--- config.mk ---
export PLATFORM = sky130hd
export DESIGN_NAME = seg_scan_driver
export DESIGN_NICKNAME = d
export VERILOG_FILES = /design/src/rtl/seg_pkg.sv /design/src/rtl/seg_glyph_decode.sv /design/src/rtl/seg_scan_driver.sv
export SDC_FILE = /design/constraint.sdc
export NUM_CORES = 1
export LEC_CHECK = 0
export CAP_MARGIN = 5
export CORE_ASPECT_RATIO = 1.1
export CORE_MARGIN = 2
export CORE_UTILIZATION = 39
export CTS_BUF_LIST = sky130_fd_sc_hd__clkbuf_8
export CTS_CLUSTER_SIZE = 14
export DETAILED_ROUTE_END_ITERATION = 10
export GPL_TIMING_DRIVEN = 0
export PLACE_DENSITY = 0.62
export RECOVER_POWER = 50
export REMOVE_ABC_BUFFERS = 1
export SLEW_MARGIN = 10
export SYNTH_ARGS = -nofsm -noshare
export SYNTH_HDL_FRONTEND = slang
export SYNTH_SLANG_ARGS = --single-unit
--- constraint.sdc ---
create_clock -name clk -period 2.2 [get_ports clk]
set_input_delay 0.44 -clock clk [delete_from_list [all_inputs] [get_ports clk]]
set_output_delay 0.44 -clock clk [all_outputs]
set_load 0.005 [all_outputs]
--- src/rtl/seg_pkg.sv ---
// Shared constants for the 7-segment scan driver: active-low glyphs
// ({g,f,e,d,c,b,a}, 0 = lit) and a sizing helper for counters.
package seg_pkg;

    localparam logic [6:0] SEG_0   = 7'h40;
    localparam logic [6:0] SEG_1   = 7'h79;
    localparam logic [6:0] SEG_2   = 7'h24;
    localparam logic [6:0] SEG_3   = 7'h30;
    localparam logic [6:0] SEG_4   = 7'h19;
    localparam logic [6:0] SEG_5   = 7'h12;
    localparam logic [6:0] SEG_6   = 7'h02;
    localparam logic [6:0] SEG_7   = 7'h78;
    localparam logic [6:0] SEG_8   = 7'h00;
    localparam logic [6:0] SEG_9   = 7'h10;
    localparam logic [6:0] SEG_A   = 7'h08;
    localparam logic [6:0] SEG_B   = 7'h03;
    localparam logic [6:0] SEG_C   = 7'h46;
    localparam logic [6:0] SEG_D   = 7'h21;
    localparam logic [6:0] SEG_E   = 7'h06;
    localparam logic [6:0] SEG_F   = 7'h0E;
    localparam logic [6:0] SEG_OFF = 7'h7F;

    // Bits needed to hold values 0..v-1; never less than 1 so that
    // degenerate sizes still give a legal vector.
    function automatic int clog2_u(input int v);
        int r;
        r = 0;
        for (int i = 0; i < 31; i++)
            if ((1 << i) < v) r = i + 1;
        if (r < 1) r = 1;
        return r;
    endfunction

endpackage

--- src/rtl/seg_glyph_decode.sv ---
// Nibble to active-low 7-segment glyph. Values above 9 render as
// A,b,C,d,E,F only in hex mode; otherwise they are blank.
module seg_glyph_decode
    import seg_pkg::*;
(
    input  logic [3:0] nibble,
    input  logic       hex_mode,
    output logic [6:0] seg_n
);

    // Pure lookup; hex glyphs gated by hex_mode.
    always_comb begin
        seg_n = SEG_OFF;
        case (nibble)
            4'h0: seg_n = SEG_0;
            4'h1: seg_n = SEG_1;
            4'h2: seg_n = SEG_2;
            4'h3: seg_n = SEG_3;
            4'h4: seg_n = SEG_4;
            4'h5: seg_n = SEG_5;
            4'h6: seg_n = SEG_6;
            4'h7: seg_n = SEG_7;
            4'h8: seg_n = SEG_8;
            4'h9: seg_n = SEG_9;
            4'hA: seg_n = hex_mode ? SEG_A : SEG_OFF;
            4'hB: seg_n = hex_mode ? SEG_B : SEG_OFF;
            4'hC: seg_n = hex_mode ? SEG_C : SEG_OFF;
            4'hD: seg_n = hex_mode ? SEG_D : SEG_OFF;
            4'hE: seg_n = hex_mode ? SEG_E : SEG_OFF;
            default: seg_n = hex_mode ? SEG_F : SEG_OFF;
        endcase
    end

endmodule

--- src/rtl/seg_scan_driver.sv ---
// Time-multiplexed, double-buffered multi-digit 7-segment driver for a
// common-anode array (all outputs active-low). Each digit slot is DIV
// cycles: BLANK_CYC dark cycles against ghosting, then the digit is driven.
// Optional: define SEG_SCAN_BLINK_EN to add a per-digit blink_mask input
// and a ~4 Hz blink phase that darkens masked digits.
module seg_scan_driver
    import seg_pkg::*;
#(
    parameter int DIGITS    = 4,
    parameter int CLK_HZ    = 50_000_000,
    parameter int SCAN_HZ   = 1000,
    parameter int BLANK_CYC = 16
) (
    input  logic                  clk,
    input  logic                  rst_n,
    input  logic                  load,
    input  logic [4*DIGITS-1:0]   data,
    input  logic [DIGITS-1:0]     dp_in,
    input  logic                  hex_mode,
    input  logic                  lzb,
`ifdef SEG_SCAN_BLINK_EN
    input  logic [DIGITS-1:0]     blink_mask,
`endif
    output logic [6:0]            seg_n,
    output logic                  dp_n,
    output logic [DIGITS-1:0]     dig_n,
    output logic                  frame_done
);

    localparam int DIV = CLK_HZ / SCAN_HZ;
    localparam int PW  = clog2_u(DIV);
    localparam int IW  = clog2_u(DIGITS);

    localparam logic [PW-1:0] PMAX   = PW'(DIV - 1);
    localparam logic [PW-1:0] BSTART = PW'((BLANK_CYC > 0) ? BLANK_CYC - 1 : 0);
    localparam logic [IW-1:0] ILAST  = IW'(DIGITS - 1);

    localparam logic [0:0] ST_BLANK = 1'b0;
    localparam logic [0:0] ST_DRIVE = 1'b1;

    generate
        if (DIV < BLANK_CYC + 2) begin : g_bad_div
            $error("seg_scan_driver: CLK_HZ/SCAN_HZ must be >= BLANK_CYC+2");
        end
        if (DIGITS < 1 || DIGITS > 8) begin : g_bad_digits
            $error("seg_scan_driver: DIGITS must be 1..8");
        end
    endgenerate

    logic [PW-1:0]       presc;
    logic [IW-1:0]       idx;
    logic [0:0]          state;
    logic                slot_end;
    logic                frame_start;

    logic [4*DIGITS-1:0] shd_data, act_data;
    logic [DIGITS-1:0]   shd_dp,   act_dp;

    logic [3:0]          cur_nib;
    logic [6:0]          glyph;
    logic                upper_zero;
    logic                lz_blank;
    logic                blink_off;

    assign slot_end    = (presc == PMAX);
    assign frame_start = slot_end && (idx == ILAST);

    // Slot timer and digit index.
    always_ff @(posedge clk or negedge rst_n) begin
        if (!rst_n) begin
            presc <= '0;
            idx   <= '0;
        end else if (slot_end) begin
            presc <= '0;
            idx   <= (idx == ILAST) ? '0 : idx + 1'b1;
        end else begin
            presc <= presc + 1'b1;
        end
    end

    // Slot phase: state becomes DRIVE as presc reaches BLANK_CYC and
    // returns to BLANK as the slot wraps to presc 0.
    always_ff @(posedge clk or negedge rst_n) begin
        if (!rst_n)
            state <= ST_BLANK;
        else if (slot_end)
            state <= (BLANK_CYC == 0) ? ST_DRIVE : ST_BLANK;
        else if (BLANK_CYC > 0 && presc == BSTART)
            state <= ST_DRIVE;
    end

    // Double buffer: load fills the shadow; the displayed copy only changes
    // at a frame boundary, taking a coincident load directly.
    always_ff @(posedge clk or negedge rst_n) begin
        if (!rst_n) begin
            shd_data <= '0;
            shd_dp   <= '0;
            act_data <= '0;
            act_dp   <= '0;
        end else begin
            if (load) begin
                shd_data <= data;
                shd_dp   <= dp_in;
            end
            if (frame_start) begin
                act_data <= load ? data  : shd_data;
                act_dp   <= load ? dp_in : shd_dp;
            end
        end
    end

`ifdef SEG_SCAN_BLINK_EN
    localparam int BW = (clog2_u(CLK_HZ) > 3) ? clog2_u(CLK_HZ) - 2 : 1;

    logic [DIGITS-1:0] shd_blink, act_blink;
    logic [BW-1:0]     bcnt;
    logic              bphase;

    // Blink mask follows the same shadow/active path as the digit data.
    always_ff @(posedge clk or negedge rst_n) begin
        if (!rst_n) begin
            shd_blink <= '0;
            act_blink <= '0;
        end else begin
            if (load) shd_blink <= blink_mask;
            if (frame_start) act_blink <= load ? blink_mask : shd_blink;
        end
    end

    // Free-running blink timer; phase flips each time the counter wraps.
    always_ff @(posedge clk or negedge rst_n) begin
        if (!rst_n) begin
            bcnt   <= '0;
            bphase <= 1'b0;
        end else begin
            bcnt <= bcnt + 1'b1;
            if (&bcnt) bphase <= ~bphase;
        end
    end

    assign blink_off = bphase && act_blink[idx];
`else
    assign blink_off = 1'b0;
`endif

    // Current digit value; digit k is a leading zero when it and every
    // more-significant nibble are zero. Digit 0 always shows.
    assign cur_nib    = act_data[4*idx +: 4];
    assign upper_zero = ~|(act_data >> (32'(idx) * 4));
    assign lz_blank   = lzb && (idx != '0) && upper_zero;

    seg_glyph_decode u_dec (
        .nibble   (cur_nib),
        .hex_mode (hex_mode),
        .seg_n    (glyph)
    );

    // Registered outputs, one cycle behind idx/state.
    always_ff @(posedge clk or negedge rst_n) begin
        if (!rst_n) begin
            seg_n      <= SEG_OFF;
            dp_n       <= 1'b1;
            dig_n      <= '1;
            frame_done <= 1'b0;
        end else begin
            frame_done <= frame_start;
            if (state == ST_DRIVE) begin
                dig_n <= ~(DIGITS'(1) << idx);
                seg_n <= (lz_blank || blink_off) ? SEG_OFF : glyph;
                dp_n  <= blink_off ? 1'b1 : ~act_dp[idx];
            end else begin
                dig_n <= '1;
                seg_n <= SEG_OFF;
                dp_n  <= 1'b1;
            end
        end
    end

endmodule
==> flow_results.org <==
** Critical path
- Reg2reg start :: presc[4]$_DFF_PN0_
- Reg2reg setup slack :: 0.07 ns
- Signal arrival time at the worst endpoint :: 2.37 ns
- Broken down by cell family, the worst path's largest delay share belongs to simple AND/OR/NAND/NOR gates.
- Along the worst path, the maximum fanout reaches 11.
- The worst setup path is captured at a flip-flop.
- Crit path to :: act_data[2]$_DFFE_PN0P_
- Req. time, crit path :: 2.44 ns
- Startpoint kind of the worst setup timing path :: flip-flop
- Counting cells, the worst reg-to-reg path comes to 5.
- Worst Path Buf+Inv :: 1
- Worst setup path category :: flip-flop to flip-flop
- Depth of the critical timing path with buffers and inverters included :: 5
- Standard cell with the maximum stage delay on the critical path :: sky130_fd_sc_hd__or4_4
- In this run the worst setup path begins at presc[4]$_DFF_PN0_.
- Critical path cell sequence :: or4_4 > nor3_4 > buf_12 > nand3_4 > mux2_1
- Reg2reg end :: act_data[2]$_DFFE_PN0P_
- On the worst path, the slowest cell contributes a delay of 0.58 ns.

** Synthesis
- Most frequently used cell type in the post-synthesis netlist :: sky130_fd_sc_hd__dfrtp_1
- By area the synthesized netlist is led by sky130_fd_sc_hd__dfrtp_1 44%, sky130_fd_sc_hd__dfstp_2 9.3%, sky130_fd_sc_hd__mux2_4 8.4%, sky130_fd_sc_hd__mux2_2 6.6%, sky130_fd_sc_hd__mux4_2 2.6%.
- The synthesized design contains 72 register bits.
- After Yosys synthesis, and, or, nand and nor cells account for 13.0% of the synthesized area.
- The synthesized design spends more area on one cell type than any other, namely sky130_fd_sc_hd__dfrtp_1.
- Among all flip-flop cells after synthesis, the most frequent one is sky130_fd_sc_hd__dfrtp_1.
- The synthesized netlist contains 52 unique library cells.
- Of the total synthesized cell area, the portion taken by full adders, half adders and majority gates is 2.17%.
- Multiplexer area fraction after synthesis :: 18.8%
- For this run, the number of Yosys warnings is 0.
- After Yosys synthesis, XOR and XNOR cells account for 3.61% of the synthesized area.
- By area, the combinational part of the netlist is dominated by multiplexers.
- The synthesized netlist devotes 5.70% of its cell area to compound gates.
- Sequential area share after synthesis :: 53.4%
- Summed over its instances, the top area cell type makes up 44.2% of the synthesized netlist area.
- Number of enable-type register cells in the synthesized netlist :: 0
- By count the netlist is led by 60 x sky130_fd_sc_hd__dfrtp_1, 20 x sky130_fd_sc_hd__mux2_2, 20 x sky130_fd_sc_hd__nor2_1.
- Number of instances in the synthesized netlist :: 265
- Netlist area before placement :: 0.00340 mm2
- Counting flops with an async set or reset pin after synthesis yields a share of 100%.
- Each instance of the synthesized netlist takes up on average 12.8 um2.

** Floorplanning
- Die Footprint :: 0.00948 mm2
- After floorplanning, the core was divided into 35 placement rows.
- During I/O placement, the number of pins put on the boundary was 38.
- Starting utilization of the core area :: 40.4%
- The total area inside the core boundary comes to 0.00841 mm2.
- Die Wd :: 93.0 um
- Die span in y :: 102 um

** Timing
- Transition at the pin with the smallest max-transition slack :: 1.13 ns
- Subtracting the final worst setup slack from the clock period gives 2.13 ns.
- Setup violations remaining at the end of the flow were counted as 0.
- In this run the tightest slew margin relative to its limit is 24.7%.
- Tcrit/Tclk final :: 96.8%
- Final hold analysis gives a worst-case slack of 0.462 ns.
- The max-slew violation count was 0.
- Based on the critical path, the design can be clocked at up to 0.469 GHz.
- Final setup skew :: 0.00853 ns
- Number of endpoints with negative hold slack in the final report :: 0
- Setup total negative slack :: 0 ns

** Final layout
- Registers take 0.00182 mm2.
- The number of antenna diodes in the final layout is 0.
- In the final layout, the multi-input gates occupy 0.00153 mm2.
- Final #Nets :: 343
- The post-route netlist has 28.9% of its cells at a drive strength greater than 1.
- Final design instance area without fill :: 0.00420 mm2
- Number of fill cells :: 755
- Layout overhead on the synthesized area :: 23.6%

** Routing
- Vias after detailed routing :: 2,218
- In the routed design, unresolved DRC markers number 0.
- Number of design-rule violations left by the first detailed-router iteration :: 143
- In the routed layout, each cell is associated on average with a via count of 5.17.
- Once detail routing completed, the nets flagged for antenna violations numbered 0.
- Total iterations of the first detailed-routing run :: 4
- In the final routed layout, each cell accounts on average for 15.6 um.
- Wires add up to 6.67 mm.

** Placement
- Summed over all nets, the half-perimeter wirelength after detailed placement is 4.17 mm.
- The congestion estimate from routability-driven global placement came to 0.846.
- Area after DPL :: 0.00385 mm2
- Port-buffer cells :: 37

** Clock tree
- Sinks on Clock Net :: 72
- Clock latency on the worst-skew pair :: 0.35 ns
- Clock-pin slew was measured on the worst setup and hold paths at 0.08 ns.
- Cell at the root of the clock tree :: sky130_fd_sc_hd__clkbuf_8
- Clock tree from TritonCTS :: yes
- Buffers inserted during clock tree synthesis total 9.
- Buffer depth of the longest clock path :: 2
- CTS built an H-tree with a depth of 3.

** Pwr
- Power dissipated by switching net loads :: 0.000651 W
- In this run switching power makes up 22.4% of total power.
- In this run the power density over the cells is 692 mW/mm2.
- In this run the static leakage power is 1.81 nW.
- Total power draw :: 0.00291 W
- The share of total power dissipated in the clock network is 41.6%.
- Across the VDD grid, the largest voltage drop is 0.519 mV.
- The internal power of the cells totals 0.00226 W.
- Portion of total power attributed to sequential cells :: 49.2%
- Of the total power, combinational logic draws 9.3%.

** Global routing
- Across every metal layer, demand over resource in global routing totals 14.6%.
- The number of antenna violations at the first check in global routing came to 0.
- The first global-routing pass estimated 10.6 mm of wire.
- Residual overflow from global routing :: 0
- Vias in the first global route :: 2,085
- Largest net degree at the start of global routing :: 53

** Outcome
- The flow ran to the end, and the final reports show no timing, DRC or antenna violations.

** Flow run
- Number of maximum-capacitance violations :: 0

** Hold path
- Path type of the worst min-delay path :: flip-flop to flip-flop
through the flow:
step	worst slack, ns	utilization, %	instances
6_report	0.0694	50.0	429
5_1_grt	-0.00134	50.0	429
4_1_cts	-0.00144	49.1	421
3_3_place_gp	-1.80	45.5	402
3_5_place_dp	-0.387	45.8	403
2_1_floorplan	-0.0449	-	254
cell type report:
type	count	area share, %
Clock buffer	11	3.60
Multi-Input combinational cell	176	36.4
Clock inverter	5	1.88
Inverter	8	0.714
Sequential cell	72	43.3
Tap cell	111	3.30
Timing Repair Buffer	46	10.7
cells by family after synthesis:
logic type / after synthesis
AO/OA/AOI/OAI: 26
XOR/XNOR: 14
adder cells (fa/ha/maj): 6
buffers and inverters: 19
flip-flops: 72
multiplexers: 45
AND/OR/NAND/NOR: 83
layer usage:
layer / part of all wire [%] / global-route usage (%)
met1: 47 / 20.5
met4: 1.8 / 6.33
met3: 5.7 / 4.13
met2: 45 / 21.3
met5: 0 / 0
registers in the layout, indices dropped and copies added (netlist names):
name and cells:
state 1, idx 2, dp_n 1, frame_done 1
act_data 16, shd_dp 4, seg_n 7, act_dp 4
shd_data 16, dig_n 4, presc 16
layout by cell type, fill, tap and decap left out, types with 3 or more instances in the layout:
| master | count |
|---|---|
| sky130_fd_sc_hd__dfstp_2 | 12 |
| sky130_fd_sc_hd__o21ai_1 | 3 |
| sky130_fd_sc_hd__a21oi_1 | 4 |
| sky130_fd_sc_hd__mux2_2 | 20 |
| sky130_fd_sc_hd__nand3_1 | 10 |
| sky130_fd_sc_hd__mux2_4 | 19 |
| sky130_fd_sc_hd__buf_4 | 6 |
| sky130_fd_sc_hd__xnor2_1 | 6 |
| sky130_fd_sc_hd__ha_1 | 5 |
| sky130_fd_sc_hd__inv_1 | 7 |
| sky130_fd_sc_hd__nor4_1 | 3 |
| sky130_fd_sc_hd__dfrtp_1 | 58 |
| sky130_fd_sc_hd__nor2b_1 | 4 |
| sky130_fd_sc_hd__nor2_1 | 20 |
| sky130_fd_sc_hd__clkdlybuf4s50_1 | 36 |
| sky130_fd_sc_hd__nand4_1 | 6 |
| sky130_fd_sc_hd__xor2_1 | 8 |
| sky130_fd_sc_hd__o211ai_1 | 3 |
| sky130_fd_sc_hd__o21ai_0 | 4 |
| sky130_fd_sc_hd__mux4_2 | 4 |
| sky130_fd_sc_hd__nand2_1 | 15 |
| sky130_fd_sc_hd__and2_1 | 3 |
| sky130_fd_sc_hd__clkbuf_8 | 11 |
| sky130_fd_sc_hd__nor3_1 | 6 |
what timing repair did:
| item | in CTS | in global routing |
|---|---|---|
| cloned | 1 | 1 |
| hold buffers | 1 | 0 |
| gates resized for setup | 5 | 2 |
| hold endpoints to repair | 11 | 0 |
| endpoints found under the setup margin | 27 | 18 |
| setup buffers | 0 | 7 |
| pin swaps | 0 | 1 |
power by group through the flow:
stage,registers [W],logic [W],clock network [W]
floorplan,0.00145,0.000132,0
global placement,0.00145,0.000256,0
detailed placement,0.00146,0.000265,0
CTS,0.00143,0.000268,0.00123
global route,0.00144,0.000295,0.00130
finish,0.00143,0.000269,0.00121
worst min-delay path by stage:
stage,startpoint,endpoint,slack (ns),depth (start not counted)
floorplan,rst_n,act_data[0]$_DFFE_PN0P_,0.14,0
global placement,presc[0]$_DFF_PN0_,presc[0]$_DFF_PN0_,0.43,1
detailed placement,rst_n,presc[1]$_DFF_PN0_,0.35,1
CTS,presc[0]$_DFF_PN0_,presc[0]$_DFF_PN0_,0.46,1
global route,presc[0]$_DFF_PN0_,presc[0]$_DFF_PN0_,0.48,1
finish,presc[0]$_DFF_PN0_,presc[0]$_DFF_PN0_,0.46,1
(Power assumes the default switching activity.)
